### config.mk
export PLATFORM = sky130hd
export DESIGN_NAME = instr_fetch_unit
export DESIGN_NICKNAME = d
export VERILOG_FILES = /design/src/rtl/instr_fetch_unit.sv
export SDC_FILE = /design/constraint.sdc
export NUM_CORES = 1
export LEC_CHECK = 0
export CORE_MARGIN = 1.5
export CORE_UTILIZATION = 40
export DETAILED_ROUTE_END_ITERATION = 8
export GPL_TIMING_DRIVEN = 0
export PLACE_DENSITY = 0.78
export SYNTH_ARGS = -nofsm -noshare
export SYNTH_HDL_FRONTEND = slang
export SYNTH_SLANG_ARGS = --single-unit
### constraint.sdc
create_clock -name clk -period 28.8 [get_ports clk]
set_input_delay 4.32 -clock clk [delete_from_list [all_inputs] [get_ports clk]]
set_output_delay 4.32 -clock clk [all_outputs]
set_load 0.01 [all_outputs]
### src/rtl/instr_fetch_unit.sv
// Instruction fetch unit: issues one imem read at a time from currentpc,
// buffers {pc, instr} pairs in a small IF/ID FIFO and closes the PC loop
// through nextpc/pc_stall. Redirects flush the FIFO and drop stale responses.
// Optional performance counters are enabled with `define FETCH_PERF_EN.
module instr_fetch_unit #(
    parameter int unsigned ADDR_W  = 64,
    parameter int unsigned INSTR_W = 32,
    parameter int unsigned DEPTH   = 2,
    parameter int unsigned PC_INC  = 4
) (
    input  logic               clk,
    input  logic               reset,
    input  logic [ADDR_W-1:0]  currentpc,
    output logic [ADDR_W-1:0]  nextpc,
    output logic               pc_stall,
    input  logic               redirect_valid,
    input  logic [ADDR_W-1:0]  redirect_pc,
    output logic               imem_req_valid,
    input  logic               imem_req_ready,
    output logic [ADDR_W-1:0]  imem_req_addr,
    input  logic               imem_resp_valid,
    input  logic [INSTR_W-1:0] imem_resp_data,
    output logic               if_valid,
    output logic [ADDR_W-1:0]  if_pc,
    output logic [INSTR_W-1:0] if_instr,
`ifdef FETCH_PERF_EN
    output logic [31:0]        perf_stall_cycles,
    output logic [31:0]        perf_redirects,
    output logic [31:0]        perf_dropped,
`endif
    input  logic               id_ready
);

    localparam int unsigned PTR_W = (DEPTH > 1) ? $clog2(DEPTH) : 1;
    localparam int unsigned CNT_W = $clog2(DEPTH) + 1;

    typedef enum logic [1:0] {
        S_REQ   = 2'd0,
        S_WAIT  = 2'd1,
        S_DRAIN = 2'd2
    } state_t;

    state_t             state;
    state_t             state_nxt;
    logic [PTR_W-1:0]   wr_ptr;
    logic [PTR_W-1:0]   rd_ptr;
    logic [CNT_W-1:0]   count;
    logic [ADDR_W-1:0]  req_pc;
    logic [ADDR_W-1:0]  fifo_pc    [DEPTH];
    logic [INSTR_W-1:0] fifo_instr [DEPTH];
    logic               req_fire;
    logic               push;
    logic               pop;
    logic               full;
    logic               empty;

    assign full          = (count == CNT_W'(DEPTH));
    assign empty         = (count == '0);
    assign imem_req_addr = currentpc;
    assign if_pc         = fifo_pc[rd_ptr];
    assign if_instr      = fifo_instr[rd_ptr];

    // Next-state, request issue, FIFO control and PC feedback.
    always_comb begin
        state_nxt      = state;
        imem_req_valid = 1'b0;
        req_fire       = 1'b0;
        push           = 1'b0;
        pop            = 1'b0;
        pc_stall       = 1'b1;
        nextpc         = '0;
        if_valid       = 1'b0;
        if (!reset) begin
            imem_req_valid = (state == S_REQ) && !full && !redirect_valid;
            req_fire       = imem_req_valid && imem_req_ready;
            push           = (state == S_WAIT) && imem_resp_valid && !redirect_valid;
            pop            = id_ready && !empty && !redirect_valid;
            pc_stall       = !(req_fire || redirect_valid);
            nextpc         = redirect_valid ? redirect_pc : currentpc + ADDR_W'(PC_INC);
            if_valid       = !empty;
            case (state)
                S_REQ:   if (req_fire) state_nxt = S_WAIT;
                S_WAIT:  if (imem_resp_valid) state_nxt = S_REQ;
                         else if (redirect_valid) state_nxt = S_DRAIN;
                S_DRAIN: if (imem_resp_valid) state_nxt = S_REQ;
                default: state_nxt = S_REQ;
            endcase
        end
    end

    // State register and outstanding-request PC.
    always_ff @(posedge clk) begin
        if (reset) begin
            state  <= S_REQ;
            req_pc <= '0;
        end else begin
            state <= state_nxt;
            if (req_fire) req_pc <= currentpc;
        end
    end

    // FIFO pointers and occupancy; redirect flushes.
    always_ff @(posedge clk) begin
        if (reset || redirect_valid) begin
            wr_ptr <= '0;
            rd_ptr <= '0;
            count  <= '0;
        end else begin
            if (push) wr_ptr <= wr_ptr + PTR_W'(1);
            if (pop)  rd_ptr <= rd_ptr + PTR_W'(1);
            if (push && !pop)      count <= count + CNT_W'(1);
            else if (pop && !push) count <= count - CNT_W'(1);
        end
    end

    // FIFO storage; contents are qualified by count so no reset needed.
    always_ff @(posedge clk) begin
        if (push) begin
            fifo_pc[wr_ptr]    <= req_pc;
            fifo_instr[wr_ptr] <= imem_resp_data;
        end
    end

`ifdef FETCH_PERF_EN
    logic dropped;
    assign dropped = imem_resp_valid &&
                     ((state == S_DRAIN) || ((state == S_WAIT) && redirect_valid));

    // Saturating performance counters.
    always_ff @(posedge clk) begin
        if (reset) begin
            perf_stall_cycles <= '0;
            perf_redirects    <= '0;
            perf_dropped      <= '0;
        end else begin
            if (pc_stall && (perf_stall_cycles != '1)) perf_stall_cycles <= perf_stall_cycles + 32'd1;
            if (redirect_valid && (perf_redirects != '1)) perf_redirects <= perf_redirects + 32'd1;
            if (dropped && (perf_dropped != '1)) perf_dropped <= perf_dropped + 32'd1;
        end
    end
`endif

endmodule

==> impl_results.md, run 1 <==
* FILL cells at 2470
* CTS sink cnt at 263
* DRT Pass-1 Iters at 5
* Unrepaired setup endpoints after global routing: false
* Hold path depth at 0
* Die area at 0.0320 mm²
* Clock latency reported for the late side of the worst-skew pair at 550 ps
* Internal Power at just over 0.7 mW
* CP delay by family, top: buffers and inverters
* CTS Buf Count at 29
* Clk_skew at 13.1 ps
* Iteration-0 DRC Markers at just over 700
* CTS Root Cell: clkbuf_16
* Final setup fails at 0
* Critical path buffer and inverter count at 4
* Max Cap Violations at 0
* Outcome: complete, no violations
* Rows at 64
* Clock power share at 43.9%
* Hold endpoint: fifo_pc[0][50]$_DFFE_PP_
* Share of post-route cells with drive strength above 1 at between 15 and 20%
* Crit path cell chain: clkdlybuf4s50_1, nand4_4, nor4_2, and3_1, clkbuf_1, clkbuf_1, a211oi_1, nor4bb_1, clkdlybuf4s50_1
* Number of synthesized flops with an enable pin at 192
* Kind of critical path: in -> out
* Reg2reg path depth at 8
* Part of the Yosys area used for sequential elements at about 58%
* Power after layout at 0.927 mW
* Psw at between 0.2 and 0.25 mW
* Power Dens Cells at 51.5 mW/mm²
* Vias in the first global route at approximately 10000
* Static Leakage at 5.92 nW
* DRC at 0
* Post-CTS Setup Inserts at 0
* R2R setup slack at 26050 ps
* Syn avg cell area at 11.3 µm²
* Area contributors post-synth: edfxtp_1 (47%), dfxtp_1 (11%), mux2_2 (8.9%)
* Asr flop ratio synth at 0%
* Core Area at between 0.03 and 0.04 mm²
* Rel. slew slack at a little over 10%
* Hold Buf Count CTS at 0
* Logic pwr share at 11.7%
* Ports at between 300 and 400
* Fin crit period at 12840 ps
* Tightest Pin Transition at 1330 ps
* Layout area overhead at 45.2%
* Sw frac at 22.2%
* Design Area, Final at 0.0180 mm²
* Vias per cell at 5.43
* Crit path depth at 9
* Via count at ~11000
* Largest net degree at the start of global routing at 63
* Yosys cell types at 52
* Clock-pin slew on the worst setup and hold paths at 60 ps
* HP Class: reg -> reg
* Min-Delay Startpoint: req_pc[50]$_SDFFE_PP0P_
* CTS resizes at 0
* Worst setup SP type: input pin
* Area leader, netlist: edfxtp_1
* R2r endpoint: fifo_instr[0][20]$_DFFE_PP_
* Final period utilization at 44.6%
* Final antenna-violating net count at 0
* Max Fclk at ~0.078 GHz
* Share of the synthesized area in the top cell type at 46.6%
* Maximum clock path buffer count at 3
* WP data arrival at roughly 8500 ps
* RePlAce Congestion at about 0.92
* Synthesized net count at roughly 1300
* N_diodes at 0
* Post-DP HPWL at 31000 µm
* Seq cells post-synth at 263
* Total GRT Usage at about a quarter
* Max H-tree Level at 1
* Fin Setup TNS at 0 ps
* Port-buffer cells at just under 400
* Initial core utilization at 40.6%
* Peak supply drop at 0.0441 mV
* Max incr delay on CP at 980 ps
* Chip width at roughly 180 µm
* Drt wl/cell at about 22 µm
* Ys Warns at 0
* Slew Limit Fails at 0
* WP data required at 24480 ps
* Most used DFF post-synth: edfxtp_1
* First-pass GRT wire length at 61000 µm
* Post-layout net count at 1698
* Initial antenna violation count at 0
* Final hold vios at 0
* Grt ovf at 0
* Crit Path Max Fanout at 10
* Flop pwr share at 44.4%
* Final wirelength at ~42000 µm
* Placement Cell Area at 0.0169 mm²
* Reg-to-Reg Start: state[1]$_SDFFE_PP0P_
* Die H at 179 µm
* CTS tree: built
* Worst setup EP type: output pin
* Slowest CP cell: nor4_2
* Synth Cell Area at 0.0124 mm²
* Cells after synthesis at 1099
-- power groups by stage --
| stage | Clock [mW] | Sequential, mW | Combinational [mW] |
|---|---|---|---|
| final | 0.407 | 0.411 | 0.109 |
| after global routing | 0.427 | 0.412 | 0.115 |
| after CTS | 0.412 | 0.411 | 0.108 |
| after detailed placement | 0 | 0.419 | 0.108 |
| after global placement | 0 | 0.419 | 0.106 |
| after floorplan | 0 | 0.419 | 0.0393 |
-- final cells by class --
cell class	instances	area (µm²)	area share [%]
clock inverter	21	313	1.74
inverter	19	71.3	0.397
buffer	132	759	4.22
clock buffer	33	741	4.12
timing repair buffer	400	4030	22.4
sequential	263	7190	40.0
tap	396	495	2.76
multi-input combinational	685	4380	24.4
-- metal layers --
layer  vias up  track usage, %  wire length (µm)
li1       4826               -                 -
met4         0            8.72              1340
met5         -               0                 0
met3        94            4.11              3430
met2       573            44.0             20600
met1      5096            32.3             16600
-- cells in the final DEF (no fill, tap or decap), drive strengths merged, types with 6 or more instances in the layout --
| master | netlist | final |
|---|---|---|
| nor3 | 16 | 16 |
| bufinv | 0 | 8 |
| inv | 19 | 21 |
| clkbuf | 52 | 85 |
| buf | 80 | 93 |
| dfxtp | 71 | 71 |
| mux2 | 98 | 98 |
| o21ai | 9 | 9 |
| xnor2 | 11 | 11 |
| mux2i | 10 | 10 |
| xor2 | 23 | 23 |
| nor4b | 6 | 6 |
| nor4 | 19 | 19 |
| a211oi | 30 | 30 |
| and4 | 12 | 12 |
| nand4 | 32 | 32 |
| nand2 | 174 | 174 |
| and3 | 9 | 9 |
| clkinv | 0 | 10 |
| or3 | 8 | 8 |
| nand3 | 26 | 26 |
| edfxtp | 192 | 192 |
| clkdlybuf4s50 | 0 | 387 |
| a21oi | 75 | 75 |
| a2111oi | 13 | 13 |
| nor2 | 70 | 70 |
-- cells by family after synthesis --
family	count (synthesis)	share of synthesized area [%]
AOI/OAI and AO/OA	144	7.29
xor gates and xnor gates	34	2.40
adders and majority gates	2	0.202
buffers and inverters	151	6.71
DFF	263	58.0
muxes	108	9.72
and+or+nand+nor	397	15.6
-- worst max-delay path by stage --
stage	endpoint	from	slack [ps]
floorplan	fifo_instr[0][0]$_DFFE_PP_	redirect_valid	16630
global placement	fifo_instr[0][20]$_DFFE_PP_	redirect_valid	12260
detailed placement	nextpc[53]	currentpc[6]	16060
CTS	nextpc[53]	currentpc[7]	16020
global route	nextpc[53]	currentpc[7]	15730
finish	nextpc[53]	currentpc[7]	15960
-- metrics by stage --
step	util, %	std cells	setup slack [ps]	hold WS (ps)
3_5_place_dp	55.5	1895	16060	435
3_3_place_gp	54.9	1882	12260	430
4_1_cts	58.9	1949	16020	450
5_1_grt	58.9	1949	15730	461
6_report	58.9	1949	15960	449
2_1_floorplan	-	1099	16630	425
-- state kept, by name (all words and copies together) (netlist names), named ones only --
| name | cells |
|---|---|
| req_pc | 64 |
| fifo_instr | 64 |
| rd_ptr | 1 |
| wr_ptr | 1 |
| state | 2 |
| fifo_pc | 128 |
| count | 2 |
-- Yosys cell counts, types with 16 or more instances --
library cell,instances
nor3_1,16
a211oi_1,30
nor4_1,17
nand2_1,174
nor2_1,70
dfxtp_1,71
clkbuf_1,51
mux2_2,98
xor2_1,23
edfxtp_1,192
nand4_1,30
buf_4,65
nand3_1,26
inv_1,19
a21oi_1,75
Note: power is estimated with default switching activity, not from simulation.
==> run 2: changes to the inputs <==
Clock period 28.8 ns to 12.9 ns, I/O delays scaled along.
==> results of run 2 <==
The final DEF is identical to that of run 1. Status: complete, no violations.
Main changes from that run: setup slack after placement 16060 ps -> 4930 ps; setup slack after layout 15960 ps -> 4830 ps; register-to-register setup slack 26050 ps -> 10150 ps; total power 0.927 mW -> 2.07 mW; worst IR drop on VDD 0.0441 mV -> 0.0983 mV
==> run 3: changes to the inputs <==
Settings changed: PLACE_DENSITY 0.78 to 0.8.
Clock period 12.9 ns to 7.04 ns, I/O delays scaled along.
==> run 3 against run 2 <==
Effect of this change:
- count of clock-buffer cells in the layout rose by 5
- total power increased by 77%
- sequential share of layout area up 0.16 points
- global-route usage rose by 0.71 points
- largest cell class unchanged
- largest power group unchanged
==> impl_results.md, run 3 (synthesis results as in run 1) <==
* Outcome: complete, no violations
* RePlAce Congestion at roughly 0.9
* Vias in the first global route at 10600
* Ports at 393
* Post-layout net count at about 1700
* Most frequent cells in the layout: clkdlybuf4s50_1 (387), edfxtp_1 (192), nand2_1 (174)
* Hold Buf Count CTS at 0
* Reg-to-Reg Start: state[1]$_SDFFE_PP0P_
* Crit Path Max Fanout at 10
* Unrepaired setup endpoints after global routing: false
* Final hold vios at 0
* Rows at between 60 and 70
* HP Class: reg -> reg
* Via count at 10600
* Design Area, Final at between 0.015 and 0.02 mm²
* Port-buffer cells at 387
* Max reg flops at around 130
* FILL cells at 2519
* WP data required at 5980 ps
* Chip width at 179 µm
* Max Cap Violations at 0
* Die H at around 180 µm
* WP data arrival at 5340 ps
* N_diodes at 0
* DRT Pass-1 Iters at 6
* Reg2reg path depth at 6
* Critical path buffer and inverter count at 4
* R2r endpoint: req_pc[40]$_SDFFE_PP0P_
* Clk_skew at about 21 ps
* Vias per cell at approximately 5.5
* Max Fclk at 0.156 GHz
* Layout area overhead at 44.6%
* Max incr delay on CP at 970 ps
* CTS sink cnt at 263
* Area occupied by multi-input gates at 0.00439 mm²
* Maximum clock path buffer count at 3
* Share of post-route cells with drive strength above 1 at around 15%
* Fin crit period at 6390 ps
* DRC at 0
* Clock latency reported for the late side of the worst-skew pair at 560 ps
* Total GRT Usage at 26.2%
* Final period utilization at 90.8%
* Largest net degree at the start of global routing at 51
* First-pass GRT wire length at between 60000 and 70000 µm
* Final core utilization at 58.7%
* Slew Limit Fails at 0
* Placement Cell Area at around 0.017 mm²
* R2R setup slack at between 4000 and 5000 ps
* Tightest Pin Transition at between 1000 and 1500 ps
* CTS Buf Count at 28
* Rel. slew slack at 29.0%
* Largest registers: fifo_pc (128), fifo_instr (64), req_pc (64)
* Setup crit start: currentpc[6]
* CTS resizes at 0
* Final antenna-violating net count at 0
* Final setup fails at 0
* Drt wl/cell at about 22 µm
* Clock-pin slew on the worst setup and hold paths at 70 ps
* End of the critical path: nextpc[53]
* Worst setup SP type: input pin
* Iteration-0 DRC Markers at 896
* Peak supply drop at 0.220 mV
* Die area at 0.0320 mm²
* Grt ovf at 0
* Initial core utilization at 40.6%
* Register area at roughly 0.0072 mm²
* Initial antenna violation count at 0
* Crit path cell chain: clkdlybuf4s50_1, nand4_4, nor4_2, and3_1, clkbuf_1, clkbuf_1, a211oi_1, nor4bb_1, clkdlybuf4s50_1
* Kind of critical path: in -> out
* Crit path depth at 9
* Max H-tree Level at 1
* Commonest non-fill, non-tap cell in the layout: clkdlybuf4s50_1
* Final wirelength at about 43000 µm
* Worst setup EP type: output pin
* Post-CTS Setup Inserts at 0
* CTS tree: built
* Post-DP HPWL at 31500 µm
* Biggest register: fifo_pc
* CP delay by family, top: buffers and inverters
* Static Leakage at about 6 nW
* Power Dens Cells at 204 mW/mm²
* Core Area at 0.0305 mm²
* Slowest CP cell: nor4_2
* CTS Root Cell: clkbuf_16
## run 3: routing by layer
layer  global-route usage [%]  wire length, µm  vias to the layer above  part of all wire [%]
li1                         -                -                     4798                     -
met1                     32.2            16200                     5091                    38
met2                     44.2            21100                      605                    49
met3                     6.11             4270                      123                   9.9
met4                     10.6             1710                        0                   3.9
met5                        0                0                        -                     0
## run 3: metrics by stage
| step | TNS, ps | total power [mW] | std cells | hold slack [ps] | worst slack (ps) |
|---|---|---|---|---|---|
| 2_1_floorplan | 0 | 1.87 | 1099 | 425 | 1140 |
| 5_1_grt | 0 | 3.76 | 1943 | 462 | 602 |
| 3_5_place_dp | 0 | 2.16 | 1891 | 435 | 830 |
| 3_3_place_gp | -141650 | 2.15 | 1882 | 429 | -1490 |
| 6_report | 0 | 3.66 | 1943 | 437 | 648 |
| 4_1_cts | 0 | 3.68 | 1943 | 443 | 794 |
## run 3: power breakdown
group | switching (mW) | leakage [nW] | total, mW | internal (mW)
clock | 0.614 | 0.470 | 1.53 | 0.913
sequential | 0.0101 | 2.16 | 1.68 | 1.67
combinational | 0.218 | 3.24 | 0.449 | 0.231
## run 3: worst min-delay path by stage
stage / cells after the start / to / slack (ps) / startpoint
4_1_cts: 0 / fifo_pc[0][57]$_DFFE_PP_ / 440 / req_pc[57]$_SDFFE_PP0P_
3_5_place_dp: 0 / fifo_pc[1][45]$_DFFE_PP_ / 430 / req_pc[45]$_SDFFE_PP0P_
6_report: 0 / fifo_pc[0][57]$_DFFE_PP_ / 440 / req_pc[57]$_SDFFE_PP0P_
5_1_grt: 0 / fifo_pc[0][41]$_DFFE_PP_ / 460 / req_pc[41]$_SDFFE_PP0P_
3_3_place_gp: 0 / fifo_pc[1][19]$_DFFE_PP_ / 430 / req_pc[19]$_SDFFE_PP0P_
2_1_floorplan: 0 / fifo_pc[0][0]$_DFFE_PP_ / 430 / req_pc[0]$_SDFFE_PP0P_
## run 3: area by class of cell
type	instances	area share [%]
buffer	132	4.24
clock buffer	38	4.29
clock inverter	14	1.05
inverter	19	0.398
multi-input combinational	685	24.5
sequential	263	40.1
tap	396	2.77
timing repair buffer	396	22.6
